<file path="src/rtl/ring_alloc_queue_pkg.sv">
// Shared pointer helpers for the ring allocate/retire queue.
// Pointers are {wrap, index}; arithmetic is modulo 2^width.
package ring_alloc_queue_pkg;

    localparam int PTR_MAX_W = 16;

    typedef logic [PTR_MAX_W-1:0] ptr_raw_t;

    function automatic ptr_raw_t ptr_mask(input int w);
        ptr_raw_t one;
        one = ptr_raw_t'(1);
        return (one << w) - one;
    endfunction

    function automatic ptr_raw_t ptr_inc(input ptr_raw_t p, input int w);
        return (p + ptr_raw_t'(1)) & ptr_mask(w);
    endfunction

    function automatic ptr_raw_t ptr_dist(input ptr_raw_t a, input ptr_raw_t b,
                                          input int w);
        return (a - b) & ptr_mask(w);
    endfunction

    // True when x sits between head and tail inclusive, by ring distance.
    function automatic logic ptr_in_range(input ptr_raw_t x, input ptr_raw_t h,
                                          input ptr_raw_t t, input int w);
        return ptr_dist(x, h, w) <= ptr_dist(t, h, w);
    endfunction

endpackage

</file>
<file path="src/rtl/ring_alloc_queue_range_mask.sv">
// Circular range mask: sets bits in [start, end) with wrap-around.
// allOnes forces a full mask; equal bounds give OUTPUT_ON_EQUAL.
module RangeMaskGen #(
    parameter int LENGTH          = 8,
    parameter bit OUTPUT_ON_EQUAL = 1'b0,
    parameter int IDX_W           = $clog2(LENGTH)
) (
    input  logic [IDX_W-1:0]  i_start,
    input  logic [IDX_W-1:0]  i_end,
    input  logic              i_enable,
    input  logic              i_allOnes,
    output logic [LENGTH-1:0] o_mask
);

    always_comb begin
        o_mask = '0;
        for (int i = 0; i < LENGTH; i++) begin
            if (i_enable) begin
                if (i_allOnes) begin
                    o_mask[i] = 1'b1;
                end else if (i_start == i_end) begin
                    o_mask[i] = OUTPUT_ON_EQUAL;
                end else if (i_start < i_end) begin
                    o_mask[i] = (IDX_W'(i) >= i_start) && (IDX_W'(i) < i_end);
                end else begin
                    o_mask[i] = (IDX_W'(i) >= i_start) || (IDX_W'(i) < i_end);
                end
            end
        end
    end

endmodule

</file>
<file path="src/rtl/ring_alloc_queue.sv">
// Circular allocate/retire queue with squash-to-index and full flush.
// One enqueue and one dequeue per cycle; outputs derive from registered pointers.
module ring_alloc_queue
    import ring_alloc_queue_pkg::*;
#(
    parameter int LENGTH = 8,
    parameter int DATA_W = 32,
    parameter int IDX_W  = $clog2(LENGTH)
) (
    input  logic              clk,
    input  logic              rst,
    input  logic              IN_enqValid,
    input  logic [DATA_W-1:0] IN_enqData,
    output logic              OUT_enqReady,
    output logic [IDX_W:0]    OUT_enqIdx,
    input  logic              IN_deqReady,
    output logic              OUT_deqValid,
    output logic [DATA_W-1:0] OUT_deqData,
    input  logic              IN_squashValid,
    input  logic [IDX_W:0]    IN_squashIdx,
    input  logic              IN_flushAll,
    output logic [IDX_W:0]    OUT_count,
    output logic [LENGTH-1:0] OUT_validMask
);

    localparam int PW  = IDX_W + 1;
    localparam int PAD = PTR_MAX_W - PW;

    typedef struct packed {
        logic             wrap;
        logic [IDX_W-1:0] idx;
    } ptr_t;

    ptr_t              r_head;
    ptr_t              r_tail;
    logic [DATA_W-1:0] r_mem [LENGTH];

    ptr_raw_t w_head_raw;
    ptr_raw_t w_tail_raw;
    ptr_raw_t w_sq_raw;
    ptr_raw_t w_head_inc_raw;
    ptr_raw_t w_tail_inc_raw;
    ptr_t     w_head_inc;
    ptr_t     w_tail_inc;
    logic     w_empty;
    logic     w_full;
    logic     w_sq_head;
    logic     w_sq_legal;
    logic     w_enq_fire;
    logic     w_deq_fire;

    assign w_head_raw     = {{PAD{1'b0}}, r_head};
    assign w_tail_raw     = {{PAD{1'b0}}, r_tail};
    assign w_sq_raw       = {{PAD{1'b0}}, IN_squashIdx};
    assign w_head_inc_raw = ptr_inc(w_head_raw, PW);
    assign w_tail_inc_raw = ptr_inc(w_tail_raw, PW);
    assign w_head_inc     = ptr_t'(w_head_inc_raw[PW-1:0]);
    assign w_tail_inc     = ptr_t'(w_tail_inc_raw[PW-1:0]);

    assign w_empty = (r_head == r_tail);
    assign w_full  = (r_head.idx == r_tail.idx) && (r_head.wrap != r_tail.wrap);

    assign w_sq_head  = IN_squashValid && (IN_squashIdx == r_head);
    assign w_sq_legal = ptr_in_range(w_sq_raw, w_head_raw, w_tail_raw, PW);

    assign OUT_enqReady = !w_full;
    assign OUT_enqIdx   = r_tail;
    assign OUT_count    = r_tail - r_head;
    assign OUT_deqValid = !w_empty && !IN_flushAll && !w_sq_head;
    assign OUT_deqData  = r_mem[r_head.idx];

    assign w_enq_fire = IN_enqValid && !w_full && !IN_squashValid && !IN_flushAll;
    assign w_deq_fire = OUT_deqValid && IN_deqReady;

    always_ff @(posedge clk) begin
        if (rst || IN_flushAll) begin
            r_head <= '0;
            r_tail <= '0;
        end else begin
            if (w_deq_fire) begin
                r_head <= w_head_inc;
            end
            // An out-of-range squash is dropped but still blocks the enqueue.
            if (IN_squashValid) begin
                if (w_sq_legal) begin
                    r_tail <= IN_squashIdx;
                end
            end else if (w_enq_fire) begin
                r_tail <= w_tail_inc;
            end
        end
    end

    always_ff @(posedge clk) begin
        if (w_enq_fire && !rst) begin
            r_mem[r_tail.idx] <= IN_enqData;
        end
    end

    RangeMaskGen #(
        .LENGTH          (LENGTH),
        .OUTPUT_ON_EQUAL (1'b0)
    ) u_mask (
        .i_start   (r_head.idx),
        .i_end     (r_tail.idx),
        .i_enable  (!w_empty),
        .i_allOnes (w_full),
        .o_mask    (OUT_validMask)
    );

endmodule

</file>
<file path="config.mk">
export PLATFORM = sky130hd
export DESIGN_NAME = ring_alloc_queue
export DESIGN_NICKNAME = d
export VERILOG_FILES = /design/src/rtl/ring_alloc_queue_pkg.sv /design/src/rtl/ring_alloc_queue_range_mask.sv /design/src/rtl/ring_alloc_queue.sv
export SDC_FILE = /design/constraint.sdc
export NUM_CORES = 1
export LEC_CHECK = 0
export ABC_AREA = 1
export BUFFER_PORTS_ARGS = -buffer_cell sky130_fd_sc_hd__buf_2
export CAP_MARGIN = 5
export CORE_AREA = 2 2 189 191
export CTS_CLUSTER_DIAMETER = 60
export DETAILED_ROUTE_END_ITERATION = 7
export DIE_AREA = 0 0 191 193
export HOLD_SLACK_MARGIN = 0.12
export MAX_ROUTING_LAYER = met4
export PLACE_DENSITY_LB_ADDON = 0.2
export SLEW_MARGIN = 20
export SYNTH_ARGS = -nofsm -noshare
export SYNTH_HDL_FRONTEND = slang
export SYNTH_HIERARCHICAL = 1
export SYNTH_SLANG_ARGS = --single-unit
</file>
<file path="constraint.sdc">
create_clock -name clk -period 7.79 [get_ports clk]
set_clock_uncertainty 0.1 [all_clocks]
set_input_delay 0 -clock clk [delete_from_list [all_inputs] [get_ports clk]]
set_output_delay 0 -clock clk [all_outputs]
set_load 0.01 [all_outputs]
</file>
==> results.md, run 1 <==
- Setup_tns: 0 ns
- GRT overflow: 0
- Nets: 1180
- Vias in the first global route: 7572
- Critical-path top delay cell: dfxtp_1
- CTS Hold Bufs: 53
- Placer congestion estimate: 0.792
- Worst path required time: 8.10 ns
- Ranking of synthesized cells by area: edfxtp_1 68%, nor2_1 6.2%, o21ai_0 5.5%
- Instance count of the mapped netlist: 980
- Max Slew Vio Count: 0
- Final non-filler cell total: 1605
- Syn_nets: 1038
- Proportion of layout cells with a drive suffix above 1: 0.156
- Rows: 69
- Clock Sink Count: 267
- Unrepaired setup endpoints after global routing: false
- Antenna cells: 0
- Yosys Warn Count: 6
- Crit path DAT: 4.39 ns
- WHS: 0.181 ns
- Global Route Usage Sum: 0.153
- Final hold violations: 0
- Hold EP: r_mem[0][11]
- Seq cells post-synth: 267
- Avg Synthesized Cell Area: 11.6 um^2
- H-tree Lvls: 1
- Vias: 7552
- Min-delay worst type: in -> reg
- R2R Path Start: OUT_enqIdx[1]
- Routed wire per std cell: 17.0 um
- Leak pwr: 4.94 nW
- EDFF count, synth: 256
- Clock Latency Late Sink: 0.53 ns
- Overall die height: 193 um
- Initial core utilization: 0.324
- Leading cell type by number of instances after synthesis: edfxtp_1
- Critical Path, Cell by Cell: inv_1 -> fa_1 -> xnor2_1 -> inv_1 -> ha_1 -> nand2_1 -> nor2_1 -> nand3_1 -> nand2_1 -> nand2_1 -> a21oi_1 -> dlygate4sd3_1 -> nor2_1 -> dlygate4sd3_1
- Flop-to-flop setup slack: 3.72 ns
- CTS clk-pin slew, worst paths: 0.06 ns
- Global-route wire length before repair: 42700 um
- Mapped cell area: 11300 um^2
- Worst r2r path cells: 14
- Port Buffer Count: 91
- Root Buffer: clkbuf_16
- Initial drt markers: 473
- R2r endpoint: OUT_enqIdx[3]
- Critical path endpoint category: register
- # DRC: 0
- Worst VDD drop: 0.000134 V
- Most frequent cells after synthesis: 256 x edfxtp_1, 188 x nor2_1, 157 x nand2_1
- Yosys cell types: 33
- Largest area contributor in the netlist: edfxtp_1
- Top_reg_cell synth: edfxtp_1
- Area Overhead vs Synth: 21.1%
- Pre-antenna DRT Iters: 5
- Max_cap viols: 0
- Cell mode on critical path: nand2_1
- Largest net degree at the start of global routing: 90
- Minimum clock period: 4.07 ns
- CP max FO: 12
- Buffers and inverters on the worst path: 4
- Placed cells: 1497
- Final period util: 0.523
- Critical path type: reg -> reg
- Detail-routed via count per cell: 4.71
- Antenna viol nets, final: 0
- CTS Buf Count: 29
- P per Cell Area: 230 nW/um^2
- Worst Hold Depth: 2
- Post-synth top area share: 0.679
- Setup bufs post-CTS: 0
- Post-CTS sizing: 0
- Critical path depth in cells: 14
- DIE WIDTH: 191 um
- Slew @ Worst Pin: 1.11 ns
- Slew HR: 0.258
- Proportion of synthesized chip area in sequential cells: 0.698
- CP Launch Type: register
- Post-synth ARST share: 0
- CTS tree: built
- Hpwl dp: 15200 um
- Core box area: 35000 um^2
- Max Root-Sink Buffers: 3
- Top-Level Pins: 92
- Post-DP Area: 12300 um^2
- Initial antenna violation count: 0
- Worst path top cell family by delay: buffers and inverters
- CP max stage delay: 0.72 ns
- Fmax: 246 MHz
- Fin area: 13700 um^2
- Final setup vio count: 0
- Outcome: completed
- Die Area: 36900 um^2
- Total Routed Length: 27300 um
- Hold path start: IN_enqData[11]
[where the power goes]
| group | leakage (nW) | switching, mW | total (mW) | internal [mW] |
|---|---|---|---|---|
| sequential | 2.39 | 0.0156 | 1.60 | 1.58 |
| clock | 0.417 | 0.537 | 1.25 | 0.714 |
| combinational | 2.13 | 0.191 | 0.303 | 0.112 |
| total | 4.94 | 0.743 | 3.15 | 2.41 |
[cells by family after synthesis]
family / Yosys count / synth area share
AND/OR/NAND/NOR: 379 / 0.137
flip-flops: 267 / 0.698
AO/OA/AOI/OAI: 225 / 0.105
buffers and inverters: 87 / 0.0359
adder cells (fa/ha/maj): 16 / 0.0190
XOR/XNOR: 6 / 0.00464
[cell usage in the layout, fill, tap and decap left out, types with 2 or more instances in the layout]
cell           count
a21oi_1           51
a21oi_2            2
a31oi_1           32
buf_16             3
buf_2             91
buf_4             12
clkbuf_1           7
clkbuf_16         29
clkinv_1          10
clkinv_2           6
dfxtp_1            9
dlygate4sd3_1     53
edfxtp_1         256
fa_1               2
ha_1              14
inv_1             31
inv_2              6
nand2_1          157
nand2_2            6
nand2_4            4
nand3_1           12
nand4_1            3
nor2_1           184
nor2_2             2
nor2_4             4
nor3_4             3
o21ai_0          124
o21ai_1           14
xnor2_1            2
xor2_1             4
[sequential cells by signal, indices dropped and copies added, names as in the netlist, named ones only]
name and cells:
OUT_enqIdx 4, r_head 4, r_mem 256
[stage by stage]
step                power [mW]  utilization  worst slack [ns]
finish                    3.15        0.392              3.72
floorplan                 1.80            -              3.58
CTS                       3.19        0.391              3.74
global placement          1.91        0.350              4.40
detailed placement        1.91        0.351              4.30
global route              3.28        0.392              3.46
[layout make-up]
cell class	count	area, um^2
inverter	39	149
sequential	267	7910
timing repair buffer	159	1160
clock buffer	36	752
fill	3427	21200
clock inverter	17	106
tap	461	577
multi-input combinational	626	3060
[per-layer routing]
metal  global-route usage  routed length [um]  up-vias
li1                     -                   -     3734
met1                0.197               12700     3633
met2                0.262               13100      148
met3               0.0170                 996       37
met4               0.0328                 476        0
met5                    -                   0        -
[worst reg2reg max path: stages (launching register included)]
cell and delay, ns:
dfxtp_1 0.72, inv_1 0.29, fa_1 0.48, xnor2_1 0.19, inv_1 0.06, ha_1 0.28
nand2_1 0.06, nor2_1 0.12, nand3_1 0.08, nand2_1 0.07, nand2_1 0.17, a21oi_1 0.18
dlygate4sd3_1 0.56, nor2_1 0.04, dlygate4sd3_1 0.55
[worst max path at each step]
stage,from,endpoint,slack (ns)
finish,OUT_enqIdx[1],OUT_enqIdx[3],3.72
detailed placement,OUT_enqIdx[2],r_mem[6][23],4.30
global route,OUT_enqIdx[1],OUT_enqIdx[3],3.46
floorplan,OUT_enqIdx[0],r_mem[7][0],3.58
global placement,OUT_enqIdx[2],r_mem[6][23],4.40
CTS,OUT_enqIdx[1],OUT_enqIdx[3],3.74
Power figures use the tool's default switching activity.
==> inputs of run 2 (changes only) <==
- clock period: 7.79 -> 3.65 ns (I/O delays scaled with it)
==> run 2 against run 1 <==
Final cell count up 0.93%. Critical path depth up 1. Largest cell class unchanged. Highest routed layer unchanged. Critical path type unchanged. Fmax up 26%. Combinational power up 130%. Non-clock buffer count up 13.
==> results.md, run 2 (synthesis gave the netlist of run 1 again) <==
- Final setup vio count: 0 (unchanged)
- Seq pwr share: 0.483 (was 0.507)
- Max Slew Vio Count: 0 (unchanged)
- Port Buffer Count: 91 (unchanged)
- Setup bufs post-CTS: 0 (unchanged)
- Initial core utilization: 0.324 (unchanged)
- Proportion of layout cells with a drive suffix above 1: 0.172 (was 0.156)
- WHS: 0.183 ns (was 0.181 ns)
- Post-DP Area: 12400 um^2 (was 12300 um^2)
- Worst Hold Depth: 2 (unchanged)
- Critical path depth in cells: 15 (was 14)
- Hold path start: IN_enqData[26] (was IN_enqData[11])
- Worst path top cell family by delay: buffers and inverters (unchanged)
- Nets: 1194 (was 1180)
- Placer congestion estimate: 0.787 (was 0.792)
- Fmax: 309 MHz (was 246 MHz)
- Combinational share of power: 0.097 (was 0.096)
- CTS clk-pin slew, worst paths: 0.06 ns (about the same)
- Critical path endpoint category: register (unchanged)
- Overall die height: 193 um (unchanged)
- Initial drt markers: 377 (was 473)
- Final hold violations: 0 (unchanged)
- Die Area: 36900 um^2 (unchanged)
- Global-route wire length before repair: 44200 um (was 42700 um)
- Antenna cells: 0 (unchanged)
- Min-delay worst type: in -> reg (unchanged)
- Slew @ Worst Pin: 0.764 ns (was 1.11 ns)
- Total power: 7.02 mW (was 3.15 mW)
- Number of flip-flops under the largest register name: 256 (unchanged)
- P per Cell Area: 504 nW/um^2 (was 230 nW/um^2)
- Place WS: 0.724 ns (was 4.30 ns)
- H-tree Lvls: 1 (unchanged)
- Worst r2r path cells: 15 (was 14)
- R2r endpoint: OUT_enqIdx[2] (was OUT_enqIdx[3])
- Clock Sink Count: 267 (unchanged)
- Critical Path, Cell by Cell: inv_1 -> ha_1 -> nand2_1 -> o21ai_0 -> xor2_1 -> ha_1 -> nand2_1 -> nor2_1 -> nor2_1 -> nand2_1 -> nand2_1 -> nand2_1 -> a21oi_1 -> dlygate4sd3_1 -> nor2_1 (was inv_1 -> fa_1 -> xnor2_1 -> inv_1 -> ha_1 -> nand2_1 -> nor2_1 -> nand3_1 -> nand2_1 -> nand2_1 -> a21oi_1 -> dlygate4sd3_1 -> nor2_1 -> dlygate4sd3_1)
- Placed cells: 1511 (was 1497)
- Initial antenna violation count: 0 (unchanged)
- CTS Buf Count: 30 (was 29)
- CP Launch Type: register (unchanged)
- Flop-to-flop setup slack: 0.41 ns (was 3.72 ns)
- Clock Latency Late Sink: 0.54 ns (was 0.53 ns)
- Max Root-Sink Buffers: 3 (unchanged)
- Clock power frac: 0.419 (was 0.397)
- Crit path DAT: 3.58 ns (was 4.39 ns)
- Antenna viol nets, final: 0 (unchanged)
- Multi-input combinational cell area: 3070 um^2 (was 3060 um^2)
- Int Power: 5.38 mW (was 2.41 mW)
- Worst VDD drop: 0.000330 V (was 0.000134 V)
- Routed wire per std cell: 17.2 um (was 17.0 um)
- Minimum clock period: 3.24 ns (was 4.07 ns)
- Outcome: completed (unchanged)
- Total Routed Length: 27900 um (was 27300 um)
- Setup_tns: 0 ns (unchanged)
- CTS tree: built (unchanged)
- R2R Path Start: r_head[2] (was OUT_enqIdx[1])
- Area Overhead vs Synth: 22.9% (was 21.1%)
- Commonest non-fill, non-tap cell in the layout: edfxtp_1 (unchanged)
- Slew HR: 0.491 (was 0.258)
- Critical path type: reg -> reg (unchanged)
- DIE WIDTH: 191 um (unchanged)
- Cell mode on critical path: nand2_1 (unchanged)
- Pre-antenna DRT Iters: 4 (was 5)
- Finished Core Util: 0.398 (was 0.392)
- Global Route Usage Sum: 0.159 (was 0.153)
- Max_cap viols: 0 (unchanged)
- # DRC: 0 (unchanged)
- Switching Fraction: 0.233 (was 0.236)
- Final period util: 0.887 (was 0.523)
- Hold EP: r_mem[1][26] (was r_mem[0][11])
- CP max stage delay: 0.56 ns (was 0.72 ns)
- Top-Level Pins: 92 (unchanged)
- Vias: 7616 (was 7552)
- Core box area: 35000 um^2 (unchanged)
- Worst path required time: 3.99 ns (was 8.10 ns)
- Root Buffer: clkbuf_16 (unchanged)
- Critical-path top delay cell: dlygate4sd3_1 (was dfxtp_1)
- CP max FO: 12 (unchanged)
- Largest net degree at the start of global routing: 72 (was 90)
- Leak pwr: 5.05 nW (was 4.94 nW)
- GRT overflow: 0 (unchanged)
- Buffers and inverters on the worst path: 2 (was 4)
- NetSw: 1.63 mW (was 743 uW)
- Fin area: 13900 um^2 (was 13700 um^2)
- Final non-filler cell total: 1620 (was 1605)
- Vias in the first global route: 7735 (was 7572)
- # fillers: 3392 (was 3427)
- Register area: 7910 um^2 (about the same)
- Hpwl dp: 17000 um (was 15200 um)
- Unrepaired setup endpoints after global routing: false (unchanged)
- Rows: 69 (unchanged)
- Detail-routed via count per cell: 4.70 (was 4.71)
- Largest Register: r_mem (unchanged)
- Final WS setup: 0.411 ns (was 3.72 ns)
- Most frequent cells in the layout: 256 x edfxtp_1, 184 x nor2_1, 157 x nand2_1 (unchanged)
-- run 2: cell count changes in the layout (fill, tap and decap cells not counted), moves of 3 or more --
| cell | previous run | this run |
|---|---|---|
| buf_4 | 12 | 24 |
| buf_12 | 0 | 3 |
| clkinv_1 | 10 | 7 |
| buf_16 | 3 | 0 |
-- run 2: repair_timing --
item | 4_1_cts | 5_1_grt
endpoints found under the setup margin | 0 | 2
endpoints found under the hold margin | 345 | 0
hold buffers | 54 | 0
resized for setup | 0 | 1
-- run 2: worst max path at each step --
stage,endpoint,startpoint
3_5_place_dp,r_mem[5][25],r_head[2]
4_1_cts,OUT_enqIdx[0],r_head[2]
3_3_place_gp,r_mem[5][23],r_head[2]
2_1_floorplan,r_mem[3][0],OUT_enqIdx[0]
5_1_grt,OUT_enqIdx[2],r_head[2]
6_report,OUT_enqIdx[2],r_head[2]
-- run 2: layer usage --
layer,global-route usage,share of wire
met5,-,0
met4,0.0352,0.017
met3,0.0183,0.035
met2,0.264,0.49
met1,0.210,0.46
-- run 2: final cells by class --
type                    count  area share
flip-flops and latches    267       0.569
inverters                  39      0.0110
repair buffers            172      0.0888
clock buffers              36      0.0571
clock inverters            19      0.0126
well taps                 461      0.0414
multi-input cells         626       0.221
-- run 2: power groups by stage --
stage                     Sequential [mW]  Combinational [mW]  Clock, mW
final                                3.39               0.683       2.94
after global routing                 3.39               0.776       3.13
after CTS                            3.39               0.696       3.01
after detailed placement             3.46               0.642          0
after global placement               3.46               0.640          0
after floorplan                      3.47               0.382          0
-- run 2: worst register-to-register path: cells and delay by family (launching register included) --
| family | cells | cell delay (ns) |
|---|---|---|
| buf+inv | 2 | 0.66 |
| simple gates | 8 | 0.64 |
| fa+ha+maj | 2 | 0.63 |
| flops | 1 | 0.45 |
| compound gates | 2 | 0.40 |
| xor+xnor | 1 | 0.26 |
==> inputs of run 3 (changes only) <==
- ABC_AREA: 1 -> 0
- CORE_AREA: 2 2 189 191 -> 2 2 185 187
- DIE_AREA: 0 0 191 193 -> 0 0 187 189
==> run 3 against run 2 <==
Synthesized cell count decreased by 45%. Final cell count decreased by 28%. Critical path depth decreased by 5. Via count decreased by 26%. First-iteration DRC count decreased by 21%. Critical endpoint is now OUT_enqIdx[3].
==> results.md, run 3 <==
- Seq cells post-synth: 267 (unchanged)
- Worst path required time: 3.98 ns (was 3.99 ns)
- Critical path type: reg -> reg (unchanged)
- Top_reg_cell synth: edfxtp_1 (unchanged)
- Post-CTS sizing: 0 (unchanged)
- Root Buffer: clkbuf_16 (unchanged)
- Routed wire per std cell: 19.3 um (was 17.2 um)
- Port Buffer Count: 91 (unchanged)
- Number of flip-flops under the largest register name: 256 (unchanged)
- Yosys Warn Count: 6 (unchanged)
- Fmax: 307 MHz (was 309 MHz)
- CP max FO: 15 (was 12)
- Commonest non-fill, non-tap cell in the layout: edfxtp_1 (unchanged)
- CTS tree: built (unchanged)
- Core box area: 33300 um^2 (was 35000 um^2)
- P per Cell Area: 488 nW/um^2 (was 504 nW/um^2)
- EDFF count, synth: 256 (unchanged)
- Mapped cell area: 10800 um^2 (was 11300 um^2)
- Overall die height: 189 um (was 193 um)
- DIE WIDTH: 187 um (was 191 um)
- Largest area contributor in the netlist: edfxtp_1 (unchanged)
- Avg Synthesized Cell Area: 20.2 um^2 (was 11.6 um^2)
- CTS clk-pin slew, worst paths: 0.06 ns (about the same)
- CP Launch Type: register (unchanged)
- Total Routed Length: 22500 um (was 27900 um)
- Initial drt markers: 296 (was 377)
- Setup_tns: 0 ns (unchanged)
- Ranking of synthesized cells by area: edfxtp_1 71%, mux4_2 13%, mux2_2 3.3% (was edfxtp_1 68%, nor2_1 6.2%, o21ai_0 5.5%)
- R2R Path Start: OUT_enqIdx[1] (was r_head[2])
- Global-route wire length before repair: 35300 um (was 44200 um)
- Top-Level Pins: 92 (unchanged)
- NetSw: 1.37 mW (was 1.63 mW)
- Slew HR: 0.337 (was 0.491)
- Post-synth top area share: 0.710 (was 0.679)
- Combinational share of power: 0.067 (was 0.097)
- Switching Fraction: 0.210 (was 0.233)
- Minimum clock period: 3.26 ns (was 3.24 ns)
- Syn_nets: 594 (was 1038)
- Max Slew Vio Count: 0 (unchanged)
- Largest Register: r_mem (unchanged)
- Rows: 67 (was 69)
- Yosys cell types: 43 (was 33)
- Final hold violations: 0 (unchanged)
- Nets: 753 (was 1194)
- WHS: 0.184 ns (was 0.183 ns)
- Area Overhead vs Synth: 23.5% (was 22.9%)
- Most frequent cells after synthesis: 256 x edfxtp_1, 64 x mux4_2, 32 x mux2_2 (was 256 x edfxtp_1, 188 x nor2_1, 157 x nand2_1)
- Proportion of layout cells with a drive suffix above 1: 0.365 (was 0.172)
- Leading cell type by number of instances after synthesis: edfxtp_1 (unchanged)
- Most frequent cells in the layout: 256 x edfxtp_1, 91 x buf_2, 64 x mux4_2 (was 256 x edfxtp_1, 184 x nor2_1, 157 x nand2_1)
- Clock Latency Late Sink: 0.53 ns (was 0.54 ns)
- Critical path endpoint category: register (unchanged)
- Global Route Usage Sum: 0.132 (was 0.159)
- Initial antenna violation count: 2 (was 0)
- Antenna viol nets, final: 0 (unchanged)
- Int Power: 5.16 mW (was 5.38 mW)
- Die Area: 35300 um^2 (was 36900 um^2)
- Hpwl dp: 13200 um (was 17000 um)
- Total power: 6.53 mW (was 7.02 mW)
- Clock power frac: 0.413 (was 0.419)
- CP Launch Point: OUT_enqIdx[1] (was r_head[2])
- Max Root-Sink Buffers: 3 (unchanged)
- Slew @ Worst Pin: 0.995 ns (was 0.764 ns)
- Proportion of synthesized chip area in sequential cells: 0.730 (was 0.698)
- Crit path DAT: 3.59 ns (was 3.58 ns)
- Largest net degree at the start of global routing: 65 (was 72)
- Vias: 5615 (was 7616)
- Vias in the first global route: 6103 (was 7735)
- Clock Sink Count: 267 (unchanged)
- # DRC: 0 (unchanged)
- Leak pwr: 4.35 nW (was 5.05 nW)
- Post-synth ARST share: 0 (unchanged)
- Instance count of the mapped netlist: 536 (was 980)
- Final setup vio count: 0 (unchanged)
- GRT overflow: 0 (unchanged)
- Detail-routed via count per cell: 4.82 (was 4.70)
- Worst VDD drop: 0.000260 V (was 0.000330 V)
- Pre-antenna DRT Iters: 4 (unchanged)
- Final period util: 0.893 (was 0.887)
- Min-delay worst type: in -> reg (unchanged)
- Outcome: completed (unchanged)
- Seq pwr share: 0.520 (was 0.483)
- Initial core utilization: 0.326 (was 0.324)
- Unrepaired setup endpoints after global routing: false (unchanged)
- CTS Buf Count: 28 (was 30)
- H-tree Lvls: 1 (unchanged)
- Max_cap viols: 0 (unchanged)
- Hold path start: IN_enqData[21] (was IN_enqData[26])
- Placer congestion estimate: 0.893 (was 0.787)
-- run 3: cell types whose count changed in the layout (fill, tap and decap cells not counted), moves of 12 or more --
cell     previous run  this run
inv_1              31        19
o21ai_1            14         0
a31oi_1            32         4
nor2_1            184         9
nand2_1           157        14
mux2_2              0        32
buf_4              24         7
o21ai_0           124         4
mux4_2              0        64
a21oi_1            51        16
-- run 3: worst paths after layout --
| check | endpoint | slack [ns] | depth (start not counted) |
|---|---|---|---|
| worst min-delay path | r_mem[3][21] | 0.18 | 2 |
| worst max register to register | OUT_enqIdx[3] | 0.39 | 10 |
| worst max-delay path | OUT_enqIdx[3] | 0.39 | 10 |
| worst min register to register | r_head[3] | 0.52 | 2 |
-- run 3: final cells by class --
type / count / area [um^2]
Antenna cell: 2 / 5.00
Sequential cell: 267 / 7920
Tap cell: 448 / 561
Multi-Input combinational cell: 229 / 2840
Clock inverter: 15 / 126
Inverter: 19 / 71.3
Clock buffer: 36 / 752
Timing Repair Buffer: 150 / 1110
Fill cell: 3042 / 19900
-- run 3: logic make-up after synthesis --
logic type               Yosys count  synth area share
adder cells (fa/ha/maj)           19            0.0230
AND/OR/NAND/NOR                   56            0.0266
buffers and inverters             40            0.0147
flip-flops                       267             0.730
XOR/XNOR                          11           0.00959
AO/OA/AOI/OAI                     47            0.0300
multiplexers                      96             0.166
-- run 3: worst max-delay path: stages, from the launching register on --
cell,delay [ns]
dfxtp_1,0.78
ha_1,0.37
nor2b_1,0.14
o21ai_0,0.14
nand2b_1,0.12
xnor2_1,0.14
ha_1,0.33
and3_1,0.22
a221o_1,0.32
a21bo_2,0.22
a221oi_1,0.27
-- run 3: per-stage QoR --
step / instances / util / worst slack, ns / area [um^2]
finish: 1166 / 0.402 / 0.392 / 13400
global route: 1166 / 0.402 / 0.121 / 13400
CTS: 1164 / 0.402 / 0.422 / 13400
detailed placement: 1069 / 0.362 / 0.429 / 12100
global placement: 1069 / 0.362 / 0.463 / 12100
floorplan: 536 / - / -0.463 / 10800
-- run 3: power groups by stage --
stage / Combinational [mW] / Sequential, mW / Clock, mW
global route: 0.485 / 3.40 / 2.90
floorplan: 0.238 / 3.45 / 0
CTS: 0.440 / 3.39 / 2.78
detailed placement: 0.401 / 3.46 / 0
finish: 0.438 / 3.39 / 2.70
global placement: 0.392 / 3.46 / 0
-- run 3: what timing repair did --
item                                   CTS  global route
setup buffers                            0             0
hold buffers                            44             0
endpoints found under the hold margin  267             0
-- run 3: routing by layer --
metal,routed length [um],up-vias,GRT usage
li1,-,2534,-
met3,954,23,0.0226
met5,0,-,-
met4,230,0,0.0302
met1,10200,2931,0.171
met2,11100,127,0.221
